==> config.mk <==
export PLATFORM = sky130hd
export DESIGN_NAME = debug_scan_sequencer
export DESIGN_NICKNAME = d
export VERILOG_FILES = /design/src/rtl/debug_scan_sequencer.sv
export SDC_FILE = /design/constraint.sdc
export NUM_CORES = 1
export LEC_CHECK = 0
export BUFFER_PORTS_ARGS = -buffer_cell sky130_fd_sc_hd__buf_4
export CORE_MARGIN = 10
export CORE_UTILIZATION = 42
export CTS_CLUSTER_DIAMETER = 60
export DETAILED_ROUTE_END_ITERATION = 10
export GPL_ROUTABILITY_DRIVEN = 1
export PLACE_DENSITY = 0.69
export SYNTH_ARGS = -nofsm -noshare
export SYNTH_HDL_FRONTEND = slang
export SYNTH_SLANG_ARGS = --single-unit
==> constraint.sdc <==
create_clock -name clk -period 2.66 [get_ports clk]
set_input_delay 0.133 -clock clk [delete_from_list [all_inputs] [get_ports clk]]
set_output_delay 0.133 -clock clk [all_outputs]
set_load 0.05 [all_outputs]
==> src/rtl/debug_scan_sequencer.sv <==
// Purpose: walks the debug mux through the 21 SNN observables and streams each captured byte.
// Latency: start -> first m_valid in SETTLE_CYCLES+2 cycles; one beat per SETTLE_CYCLES+2 cycles unstalled.
// Backpressure: m_valid/m_data held until m_ready; next mux load waits for the handshake.
module debug_scan_sequencer #(
  parameter int SETTLE_CYCLES = 2,
  parameter int FCNT_W        = 16
) (
  input  logic              clk,
  input  logic              rst_n,
  input  logic              start,
  input  logic              stop,
  input  logic              continuous,
  output logic [7:0]        dbg_config_out,
  output logic              dbg_en,
  input  logic [7:0]        dbg_data_in,
  output logic [7:0]        m_data,
  output logic [4:0]        m_index,
  output logic              m_last,
  output logic              m_valid,
  input  logic              m_ready,
  output logic              busy,
  output logic [FCNT_W-1:0] frame_count
);

  typedef enum logic [1:0] {IDLE, LOAD, SETTLE, SEND} state_t;

  localparam logic [4:0]        LAST_IDX    = 5'd20;
  localparam logic [3:0]        SETTLE_LAST = 4'(SETTLE_CYCLES - 1);
  localparam logic [FCNT_W-1:0] FCNT_ONE    = {{(FCNT_W-1){1'b0}}, 1'b1};

  state_t            state, state_d;
  logic [4:0]        idx, idx_d;
  logic [3:0]        cnt, cnt_d;
  logic              stop_pend, stop_pend_d;
  logic [7:0]        cfg_d, data_d;
  logic              en_d, valid_d, last_d, busy_d;
  logic [4:0]        index_d;
  logic [FCNT_W-1:0] fcnt_d;
  logic              beat_last;
  logic [4:0]        next_idx;

  // Mux select code for each beat: membranes 0..17, then layer 1/2/3 spike vectors.
  function automatic logic [7:0] code_of(input logic [4:0] i);
    logic [7:0] c;
    c = 8'h00;
    if (i == 5'd0)       c = 8'h20;
    else if (i <= 5'd17) c = {3'b000, i};
    else if (i == 5'd18) c = 8'h1E;
    else if (i == 5'd19) c = 8'h00;
    else if (i == 5'd20) c = 8'h1F;
    return c;
  endfunction

  // Next-state and next-output logic; every output is produced as a register input.
  always_comb begin
    state_d     = state;
    idx_d       = idx;
    cnt_d       = cnt;
    stop_pend_d = stop_pend;
    cfg_d       = dbg_config_out;
    en_d        = 1'b0;
    data_d      = m_data;
    index_d     = m_index;
    last_d      = m_last;
    valid_d     = m_valid;
    fcnt_d      = frame_count;
    beat_last   = (idx == LAST_IDX);
    next_idx    = beat_last ? 5'd0 : idx + 5'd1;

    if (state != IDLE && stop) stop_pend_d = 1'b1;

    case (state)
      IDLE: begin
        if (start && !stop) begin
          state_d = LOAD;
          idx_d   = 5'd0;
          en_d    = 1'b1;
          cfg_d   = code_of(5'd0);
        end
      end
      LOAD: begin
        state_d = SETTLE;
        cnt_d   = 4'd0;
      end
      SETTLE: begin
        cnt_d = cnt + 4'd1;
        if (cnt == SETTLE_LAST) begin
          data_d  = dbg_data_in;
          index_d = idx;
          last_d  = beat_last;
          valid_d = 1'b1;
          state_d = SEND;
        end
      end
      SEND: begin
        if (m_valid && m_ready) begin
          valid_d = 1'b0;
          if (beat_last) fcnt_d = frame_count + FCNT_ONE;
          // A stop only ends the scan here, so an offered beat is never withdrawn.
          if (stop_pend || stop || (beat_last && !continuous)) begin
            state_d     = IDLE;
            stop_pend_d = 1'b0;
          end else begin
            state_d = LOAD;
            idx_d   = next_idx;
            en_d    = 1'b1;
            cfg_d   = code_of(next_idx);
          end
        end
      end
      default: state_d = IDLE;
    endcase

    busy_d = (state_d != IDLE);
  end

  // State and registered outputs; reset drops any beat in flight.
  always_ff @(posedge clk or negedge rst_n) begin
    if (!rst_n) begin
      state          <= IDLE;
      idx            <= 5'd0;
      cnt            <= 4'd0;
      stop_pend      <= 1'b0;
      dbg_config_out <= 8'h00;
      dbg_en         <= 1'b0;
      m_data         <= 8'h00;
      m_index        <= 5'd0;
      m_last         <= 1'b0;
      m_valid        <= 1'b0;
      busy           <= 1'b0;
      frame_count    <= '0;
    end else begin
      state          <= state_d;
      idx            <= idx_d;
      cnt            <= cnt_d;
      stop_pend      <= stop_pend_d;
      dbg_config_out <= cfg_d;
      dbg_en         <= en_d;
      m_data         <= data_d;
      m_index        <= index_d;
      m_last         <= last_d;
      m_valid        <= valid_d;
      busy           <= busy_d;
      frame_count    <= fcnt_d;
    end
  end

endmodule

==> results.py, run 1 <==
metrics = {
    "status": {
        "status": "complete, no violations",
    },
    "cells_and_area": {
        "drive_gt1_frac": 0.308,
        "syn_to_final_growth_pct": 22.4,
        "n_antenna_cell": 0,
        "fin_area_sq_um": 3180,
        "layout.cells.non_filler": 367,
        "final_common_cell": "buf_4",
        "utilization": 0.534,
        "fill_cells": 552,
        "final_cell_mix": "buf_4, dfrtp_1, nand2_1",
        "final_nets": 314,
    },
    "global_routing": {
        "grt_pass1_wl_um": 9790,
        "first_global_vias": 2084,
        "antenna_found_initial": 0,
        "grt_usage": 0.119,
        "grt_overflow": 0,
        "grt_start_max_net_pins": 52,
    },
    "floorplanning": {
        "ios": 55,
        "rows": 28,
        "die_x_um": 98.7,
        "die_h_um": 98.7,
        "start_util": 0.437,
        "core_sq_um": 5960,
        "die-area_sq_um": 9740,
    },
    "worst_setup_path": {
        "regToRegSetupSlack_ns": 0.47,
        "critPathSlowestCell": "dfrtp_1",
        "critPathLaunch": "idx[0]",
        "crit_family": "compound AO/OA/AOI/OAI gates",
        "rr_worst_depth": 7,
        "crit_required_ns": 2.85,
        "cpPeakStageDelay_ns": 0.50,
        "path_class": "reg2reg",
        "arrival_ns": 2.38,
        "cp.depth": 7,
        "path_cells": "inv_1, ha_1, nand4b_2, o211a_1, o21ai_4, nor3_1, a22o_1",
        "cp_num_buf_inv": 1,
        "end_kind": "flop",
        "startpoint_type": "flop",
        "cp_max_fo": 15,
        "r2r-start": "idx[0]",
    },
    "timing": {
        "final_max_slew_viol_count": 0,
        "fin_crit_sh": 0.825,
        "max_slew_margin": 0.569,
        "rsz0062_at_grt": "no",
        "finalClockSkew_ns": 0.00475,
        "finalCriticalPeriod_ns": 2.19,
        "setup_slack_ns": 0.467,
        "timing.setup.tns_ns": 0,
        "whs_ns": 0.0576,
        "setup_violations": 0,
        "timing_hold_violations_final": 0,
        "worst_slew_pin_slew_ns": 0.647,
        "timing.fmax_ghz": 0.456,
    },
    "power_and_ir_drop": {
        "leakage_nw": 1.51,
        "intPower_mw": 1.76,
        "clkPwrFrac": 0.211,
        "irDropWorstVdd_mv": 0.688,
        "powerDensity_nw_per_um2": 938,
        "seqPwrFrac": 0.352,
        "combPwrFrac": 0.437,
        "swShare": 0.410,
        "total_power_mw": 2.99,
        "p_switching_mw": 1.23,
    },
    "clock_network": {
        "cts_resized": 0,
        "clk_latency_ns": 0.30,
        "h-tree-depth": 2,
        "cts_tree": "built",
        "clock-sinks": 51,
        "cts_hold_buffers": 1,
        "post_cts.repair.setup_buffers": 0,
        "cts_root_buf": "clkbuf_8",
        "clkTransAtPathRegs_ns": 0.09,
        "cts_buffers": 5,
        "clockBufferDepth": 2,
    },
    "detailed_routing": {
        "routed_wl_um": 5650,
        "vias": 1928,
        "routedWlPerCell_um": 15.4,
        "dr.pass1.iters": 4,
        "ant_nets": 0,
        "drc": 0,
        "drt-initial-drc-count": 72,
        "via_per_inst": 5.25,
    },
    "worst_hold_path": {
        "hold_path.class": "in2reg",
        "hold_path.startpoint": "dbg_data_in[7]",
        "worstHoldPathCells": 2,
    },
    "yosys": {
        "synth-edff-count": 0,
        "syn_inst": 238,
        "yosysTopAreaCell": "dfrtp_1",
        "synth-async-reset-ratio": 1.00,
        "netlist_area_sq_um": 2600,
        "synth_ff_type": "dfrtp_1",
        "ys_top_cells_by_area": "dfrtp_1, mux2_2, ha_1, nand2_1, xnor2_1",
        "synth_top_area_frac": 0.491,
        "yosysUniqueCellTypes": 52,
        "ys_warn_count": 0,
        "yosysSeqAreaShare": 0.491,
        "ys_ff_latch": 51,
        "synth.avg_cell_area_sq_um": 10.9,
    },
    "place": {
        "place_inst": 358,
        "place_ws_ns": 0.488,
        "dp_hpwl_um": 4250,
        "place_congestion": 0.874,
        "place_area_sq_um": 3040,
        "io_buffers": 52,
    },
    "run": {
        "drv_cap": 0,
    },
}
layout make-up:
type,count,area [sq um],share of cell area
Sequential cell,51,1280,0.401
Multi-Input combinational cell,166,1220,0.382
Timing Repair Buffer,56,423,0.133
Tap cell,75,93.8,0.0295
Clock buffer,6,72.6,0.0228
Clock inverter,2,60.1,0.0189
Inverter,11,41.3,0.0130
path summary, 6_finish.rpt:
path,to
hold / removal,m_data[7]
setup reg to reg,dbg_config_out[0]
max in group asynchronous,m_index[3]
min in group asynchronous,m_data[7]
hold reg to reg,frame_count[15]
setup / recovery,dbg_config_out[0]
synth_stat cells (2+ instances only):
cell and count:
mux2_2 14, clkbuf_1 2, buf_4 3, or2b_1 2, o21ai_2 2, and4_1 3
xnor2_1 9, or2_1 2, dfrtp_1 51, a21oi_1 8, and2_1 2, nand4_1 2
o211ai_1 2, mux2i_1 3, nor3b_1 2, o31ai_1 3, a21boi_2 2, nor2_1 12
o21a_1 2, and3_1 4, ha_1 9, o21ai_1 7, nor3_1 2, buf_6 4
nand3_1 13, nand2_1 23, buf_2 2, nand3b_1 3, xor2_1 7, o21ai_0 6
inv_1 11
worst reg2reg max path, delay by kind of cell, from the launching register on:
family	cells	cell delay (ns)
simple gates	2	0.33
compound gates	3	0.88
flops	1	0.50
buf+inv	1	0.12
fa+ha+maj	1	0.25
power by group through the flow:
stage / clock (mW) / combinational (mW) / sequential, mW
4_1_cts: 0.647 / 1.32 / 1.05
2_1_floorplan: 0 / 0.601 / 1.42
3_5_place_dp: 0 / 1.32 / 1.07
5_1_grt: 0.671 / 1.42 / 1.08
6_report: 0.631 / 1.31 / 1.05
3_3_place_gp: 0 / 1.30 / 1.06
layer usage:
layer | track usage | share of wire | wire (um) | up-vias
li1 | - | - | - | 933
met1 | 0.134 | 0.43 | 2410 | 939
met2 | 0.200 | 0.49 | 2770 | 52
met3 | 0.0454 | 0.073 | 410 | 4
met4 | 0.0430 | 0.011 | 61 | 0
met5 | 0 | 0 | 0 | -
cell families after synthesis:
kind of cell | count (synthesis) | synth area share
other | 1 | 0.00144
and+or+nand+nor | 79 | 0.170
adders and majority gates | 9 | 0.0433
DFF | 51 | 0.491
AOI/OAI and AO/OA | 42 | 0.115
buffers and inverters | 22 | 0.0486
xor gates and xnor gates | 16 | 0.0539
muxes | 18 | 0.0775
registers in the layout, indices dropped and copies added (netlist names):
| register | cells |
|---|---|
| frame_count | 16 |
| m_data | 8 |
| dbg_config_out | 6 |
| idx | 5 |
| m_index | 5 |
| cnt | 4 |
| state | 2 |
| busy | 1 |
| dbg_en | 1 |
| m_last | 1 |
| m_valid | 1 |
| stop_pend | 1 |
Power figures use the tool's default switching activity.
==> run 2, diff against run 1 <==
--- a/config.mk
+++ b/config.mk
@@ -11,7 +11,7 @@
 export CTS_CLUSTER_DIAMETER = 60
 export DETAILED_ROUTE_END_ITERATION = 10
 export GPL_ROUTABILITY_DRIVEN = 1
-export PLACE_DENSITY = 0.69
+export PLACE_DENSITY = 0.72
 export SYNTH_ARGS = -nofsm -noshare
 export SYNTH_HDL_FRONTEND = slang
 export SYNTH_SLANG_ARGS = --single-unit
==> constraint.sdc (replaced) <==
create_clock -name clk -period 1.8 [get_ports clk]
set_input_delay 0.09 -clock clk [delete_from_list [all_inputs] [get_ports clk]]
set_output_delay 0.09 -clock clk [all_outputs]
set_load 0.05 [all_outputs]
==> run 2 against run 1 <==
The flow now finishes with violations (negative setup slack). Worst hold slack got worse by 0.049 ns. Sequential share of layout area fell by 3.8 points. Register-to-register slack lost 0.58 ns. Flip-flop and latch count unchanged. Clock power increased by 6.8%. Core utilization up 5.8 points. First-iteration DRC count grew 46%. Total power rose by 54%. Clock skew is 0.0026 ns higher. Critical endpoint unchanged.
==> results.py, run 2 (synthesis gave the netlist of run 1 again) <==
metrics = {
    "worst_setup_path": {
        "arrival_ns": 2.11,
        "critPathSlowestCell": "dfrtp_2",
        "cp_max_fo": 8,
        "cpPeakStageDelay_ns": 0.44,
        "startpoint_type": "flop",
        "cp_num_buf_inv": 1,
        "crit_required_ns": 2.00,
        "path_cells": "buf_4, ha_4, or3_2, o211ai_1, and4_4, nor3_1, a22o_1",
        "crit_family": "simple AND/OR/NAND/NOR gates",
        "end_kind": "flop",
        "path_class": "reg2reg",
    },
    "cells_and_area": {
        "drive_gt1_frac": 0.448,
        "largest_reg_flops": 16,
        "n_antenna_cell": 0,
        "biggestRegsByFlops": "frame_count x16, m_data x8, dbg_config_out x6",
        "top_register": "frame_count",
        "fin_area_sq_um": 3530,
        "final_common_cell": "buf_4",
        "syn_to_final_growth_pct": 35.6,
        "final_nets": 346,
        "final_cell_mix": "buf_4, dfrtp_1, nand2_1",
    },
    "detailed_routing": {
        "routedWlPerCell_um": 14.8,
        "via_per_inst": 5.14,
        "vias": 2050,
        "dr.pass1.iters": 4,
        "drt-initial-drc-count": 105,
        "routed_wl_um": 5890,
        "drc": 0,
        "ant_nets": 0,
    },
    "clock_network": {
        "clk_latency_ns": 0.31,
        "clock-sinks": 51,
        "h-tree-depth": 2,
        "cts_root_buf": "clkbuf_8",
        "cts_buffers": 5,
        "clockBufferDepth": 2,
        "cts_tree": "built",
        "clkTransAtPathRegs_ns": 0.10,
    },
    "floorplanning": {
        "start_util": 0.437,
        "die_x_um": 98.7,
        "rows": 28,
        "ios": 55,
        "die_h_um": 98.7,
        "die-area_sq_um": 9740,
        "core_sq_um": 5960,
    },
    "status": {
        "violations": "negative setup slack",
        "status": "finished with violations",
    },
    "global_routing": {
        "grt_pass1_wl_um": 9600,
        "antenna_found_initial": 0,
        "grt_overflow": 0,
        "first_global_vias": 2019,
        "grt_start_max_net_pins": 52,
        "grt_usage": 0.116,
    },
    "timing": {
        "finalClockSkew_ns": 0.00732,
        "timing.fmax_ghz": 0.524,
        "timing.setup.tns_ns": -0.408,
        "max_slew_margin": 0.583,
        "finalCriticalPeriod_ns": 1.91,
        "timing_hold_violations_final": 0,
        "rsz0062_at_grt": "yes",
        "final_max_slew_viol_count": 0,
        "fin_crit_sh": 1.06,
        "setup_violations": 7,
        "worst_slew_pin_slew_ns": 0.626,
        "setup_slack_ns": -0.109,
    },
    "place": {
        "place_congestion": 0.837,
        "dp_hpwl_um": 4310,
        "place_area_sq_um": 3210,
        "io_buffers": 52,
    },
    "power_and_ir_drop": {
        "powerDensity_nw_per_um2": 1310,
        "leakage_nw": 1.66,
        "irDropWorstVdd_mv": 1.15,
    },
    "worst_hold_path": {
        "hold_path.class": "in2reg",
    },
    "run": {
        "drv_cap": 0,
    },
}
==> run 2: cell count changes in the layout (fill, tap and decap cells not counted), moves of 3 or more <==
cell / before / now
nand3_2: 0 / 3
nand2_1: 23 / 19
buf_6: 0 / 4
ha_1: 9 / 6
nand3_1: 13 / 10
dfrtp_1: 51 / 48
dfrtp_2: 0 / 3
buf_4: 55 / 80
nand2_2: 0 / 4
==> run 2: report_power, final <==
group          internal, mW  total, mW  switching [mW]
Combinational         0.991       2.41            1.41
Clock                 0.278      0.674           0.395
Sequential             1.37       1.53           0.151
Total                  2.64       4.60            1.96
==> run 2: metal layers <==
layer | vias up | part of all wire | GRT usage
li1 | 999 | - | -
met1 | 988 | 0.42 | 0.140
met2 | 57 | 0.47 | 0.180
met3 | 6 | 0.097 | 0.0580
met4 | 0 | 0.0095 | 0.0265
met5 | - | 0 | 0
==> run 2: through the flow <==
| step | power [mW] | hold slack, ns | std cells | utilization | setup slack (ns) |
|---|---|---|---|---|---|
| after detailed placement | 3.73 | 0.162 | 374 | 0.539 | -0.0625 |
| after floorplan | 3.03 | -0.206 | 239 | - | -0.0389 |
| after global placement | 3.69 | 0.159 | 374 | 0.539 | 0.00443 |
| after CTS | 4.48 | 0.00329 | 391 | 0.570 | -0.0131 |
| final | 4.60 | 0.00835 | 399 | 0.592 | -0.109 |
| after global routing | 4.92 | 0.000661 | 399 | 0.592 | -0.176 |
==> run 2: worst paths after layout <==
| kind | startpoint | cells after the start | end | slack (ns) |
|---|---|---|---|---|
| worst min-delay path | dbg_data_in[0] | 2 | m_data[0] | 0.008 |
| worst max register to register | idx[0] | 7 | dbg_config_out[0] | -0.11 |
| worst min register to register | frame_count[15] | 1 | frame_count[15] | 0.48 |
| worst max-delay path | idx[0] | 7 | dbg_config_out[0] | -0.11 |
| min in group asynchronous | rst_n | 2 | frame_count[3] | 0.33 |
| max in group asynchronous | rst_n | 2 | idx[2] | 1.01 |
==> run 2: final cells by class <==
type / instances / area [sq um]
clock buffer: 5 / 68.8
timing repair buffer: 88 / 696
clock inverter: 3 / 23.8
inverter: 11 / 41.3
multi-input combinational: 166 / 1320
sequential: 51 / 1280
fill: 515 / 2430
tap: 75 / 93.8
==> run 2: worst reg2reg max path, delay by kind of cell (launching register included) <==
kind | cells | cell delay [ns]
compound gates | 2 | 0.30
fa+ha+maj | 1 | 0.19
buf+inv | 1 | 0.15
flops | 1 | 0.44
simple gates | 3 | 0.72
==> run 2: what timing repair did <==
item | in CTS | in global routing
hold buffers | 3 | 0
endpoints found under the setup margin | 10 | 21
endpoints found under the hold margin | 53 | 0
pin swaps | 9 | 13
gates resized for setup | 6 | 19
setup buffers | 6 | 8
gates cloned | 0 | 0
==> run 3, diff against run 2 <==
--- a/config.mk
+++ b/config.mk
@@ -11,6 +11,7 @@
 export CTS_CLUSTER_DIAMETER = 60
 export DETAILED_ROUTE_END_ITERATION = 10
 export GPL_ROUTABILITY_DRIVEN = 1
+export GPL_TIMING_DRIVEN = 0
 export PLACE_DENSITY = 0.72
 export SYNTH_ARGS = -nofsm -noshare
 export SYNTH_HDL_FRONTEND = slang
==> run 3 against run 2 <==
The run still ends with negative setup slack left. Highest routed layer unchanged. Setup slack improved by 0.054 ns. Design area decreased by 1.6%. Core utilization decreased by 0.95 points. Critical path type unchanged. Combinational power decreased by 4%.
==> results.py, run 3 (synthesis gave the netlist of run 1 again) <==
metrics = {
    "cells_and_area": {
        "drive_gt1_frac": 0.433,
        "final_common_cell": "buf_4",
        "final_nets": 346,
        "layout.cells.non_filler": 398,
        "syn_to_final_growth_pct": 33.4,
        "n_antenna_cell": 0,
        "largest_reg_flops": 16,
        "biggestRegsByFlops": "frame_count x16, m_data x8, dbg_config_out x6",
        "top_register": "frame_count",
        "final_cell_mix": "buf_4, dfrtp_1, nand2_1",
        "fill_cells": 524,
    },
    "timing": {
        "final_max_slew_viol_count": 0,
        "finalClockSkew_ns": 0.00874,
        "setup_violations": 9,
        "fin_crit_sh": 1.03,
        "rsz0062_at_grt": "yes",
        "max_slew_margin": 0.576,
        "setup_slack_ns": -0.0556,
        "worst_slew_pin_slew_ns": 0.636,
        "whs_ns": 0.0193,
        "finalCriticalPeriod_ns": 1.86,
        "timing_hold_violations_final": 0,
        "timing.fmax_ghz": 0.539,
    },
    "clock_network": {
        "h-tree-depth": 2,
        "clk_latency_ns": 0.30,
        "clockBufferDepth": 2,
        "cts_tree": "built",
        "clock-sinks": 51,
        "cts_root_buf": "clkbuf_8",
        "cts_buffers": 5,
        "clkTransAtPathRegs_ns": 0.09,
    },
    "worst_setup_path": {
        "startpoint_type": "flop",
        "path_class": "reg2reg",
        "arrival_ns": 2.05,
        "end_kind": "flop",
        "cp_max_fo": 6,
        "crit_required_ns": 2.00,
    },
    "detailed_routing": {
        "drt-initial-drc-count": 94,
        "routed_wl_um": 6190,
        "routedWlPerCell_um": 15.6,
        "dr.pass1.iters": 4,
        "drc": 0,
        "via_per_inst": 5.14,
        "vias": 2047,
        "ant_nets": 0,
    },
    "floorplanning": {
        "start_util": 0.437,
        "die_h_um": 98.7,
        "core_sq_um": 5960,
        "die-area_sq_um": 9740,
        "rows": 28,
        "ios": 55,
        "die_x_um": 98.7,
    },
    "power_and_ir_drop": {
        "leakage_nw": 1.71,
        "irDropWorstVdd_mv": 1.04,
        "powerDensity_nw_per_um2": 1290,
    },
    "global_routing": {
        "grt_start_max_net_pins": 52,
        "grt_pass1_wl_um": 10400,
        "first_global_vias": 2162,
        "grt_usage": 0.126,
        "grt_overflow": 0,
        "antenna_found_initial": 0,
    },
    "place": {
        "place_congestion": 0.811,
        "io_buffers": 52,
        "place_inst": 366,
        "dp_hpwl_um": 4240,
    },
    "status": {
        "violations": "negative setup slack",
        "status": "finished with violations",
    },
    "run": {
        "drv_cap": 0,
    },
    "worst_hold_path": {
        "hold_path.class": "in2reg",
    },
}
[run 3: final timing paths]
kind / startpoint / endpoint / slack [ns] / depth (start not counted)
min in group asynchronous: rst_n / m_data[3] / 0.34 / 2
min: dbg_data_in[2] / m_data[2] / 0.02 / 2
max reg2reg: idx[0] / idx[2] / -0.06 / 8
max: idx[0] / idx[2] / -0.06 / 8
min reg2reg: frame_count[15] / frame_count[15] / 0.47 / 1
max in group asynchronous: rst_n / idx[0] / 1.00 / 2
[run 3: through the flow]
| step | instance area (sq um) | setup slack (ns) | util | total power, mW | TNS [ns] |
|---|---|---|---|---|---|
| finish | 3470 | -0.0556 | 0.583 | 4.49 | -0.266 |
| global route | 3470 | -0.151 | 0.583 | 4.77 | -1.55 |
| CTS | 3400 | -0.0224 | 0.570 | 4.45 | -0.139 |
| detailed placement | 3120 | -0.296 | 0.525 | 3.60 | -4.11 |
| global placement | 3120 | -0.259 | 0.525 | 3.55 | -3.57 |
| floorplan | 2640 | -0.0389 | - | 3.03 | -0.0389 |
[run 3: cell type report]
cell class | count | area (sq um) | share of cell area
buffer | 10 | 87.6 | 0.0252
multi-input combinational | 167 | 1310 | 0.377
timing repair buffer | 77 | 584 | 0.168
inverter | 11 | 41.3 | 0.0119
sequential | 51 | 1280 | 0.369
tap | 75 | 93.8 | 0.0270
clock buffer | 7 | 76.3 | 0.0220
[run 3: critical path, stage by stage, from the launching register on]
cell      delay (ns)
dfrtp_2         0.46
inv_2           0.09
ha_4            0.18
nand4b_4        0.17
o211a_4         0.29
o21ai_4         0.27
buf_6           0.17
nand2_1         0.05
o31ai_1         0.07
[run 3: layer usage]
metal / share of wire / vias to the layer above / global-route usage
li1: - / 1003 / -
met1: 0.43 / 981 / 0.145
met2: 0.48 / 57 / 0.208
met3: 0.075 / 6 / 0.0559
met4: 0.0089 / 0 / 0.0353
met5: 0 / - / 0
[run 3: power by group]
group	internal [mW]	switching (mW)	total, mW
clock network	0.269	0.356	0.624
logic	0.912	1.41	2.32
registers	1.37	0.169	1.54
total	2.55	1.93	4.49
[run 3: what timing repair did]
item,in CTS,in global routing
cloned,2,0
hold endpoints to repair,51,0
hold buffers,1,0
pin swaps,16,6
setup buffers,18,5
setup endpoints to repair,28,33
resized for setup,12,12
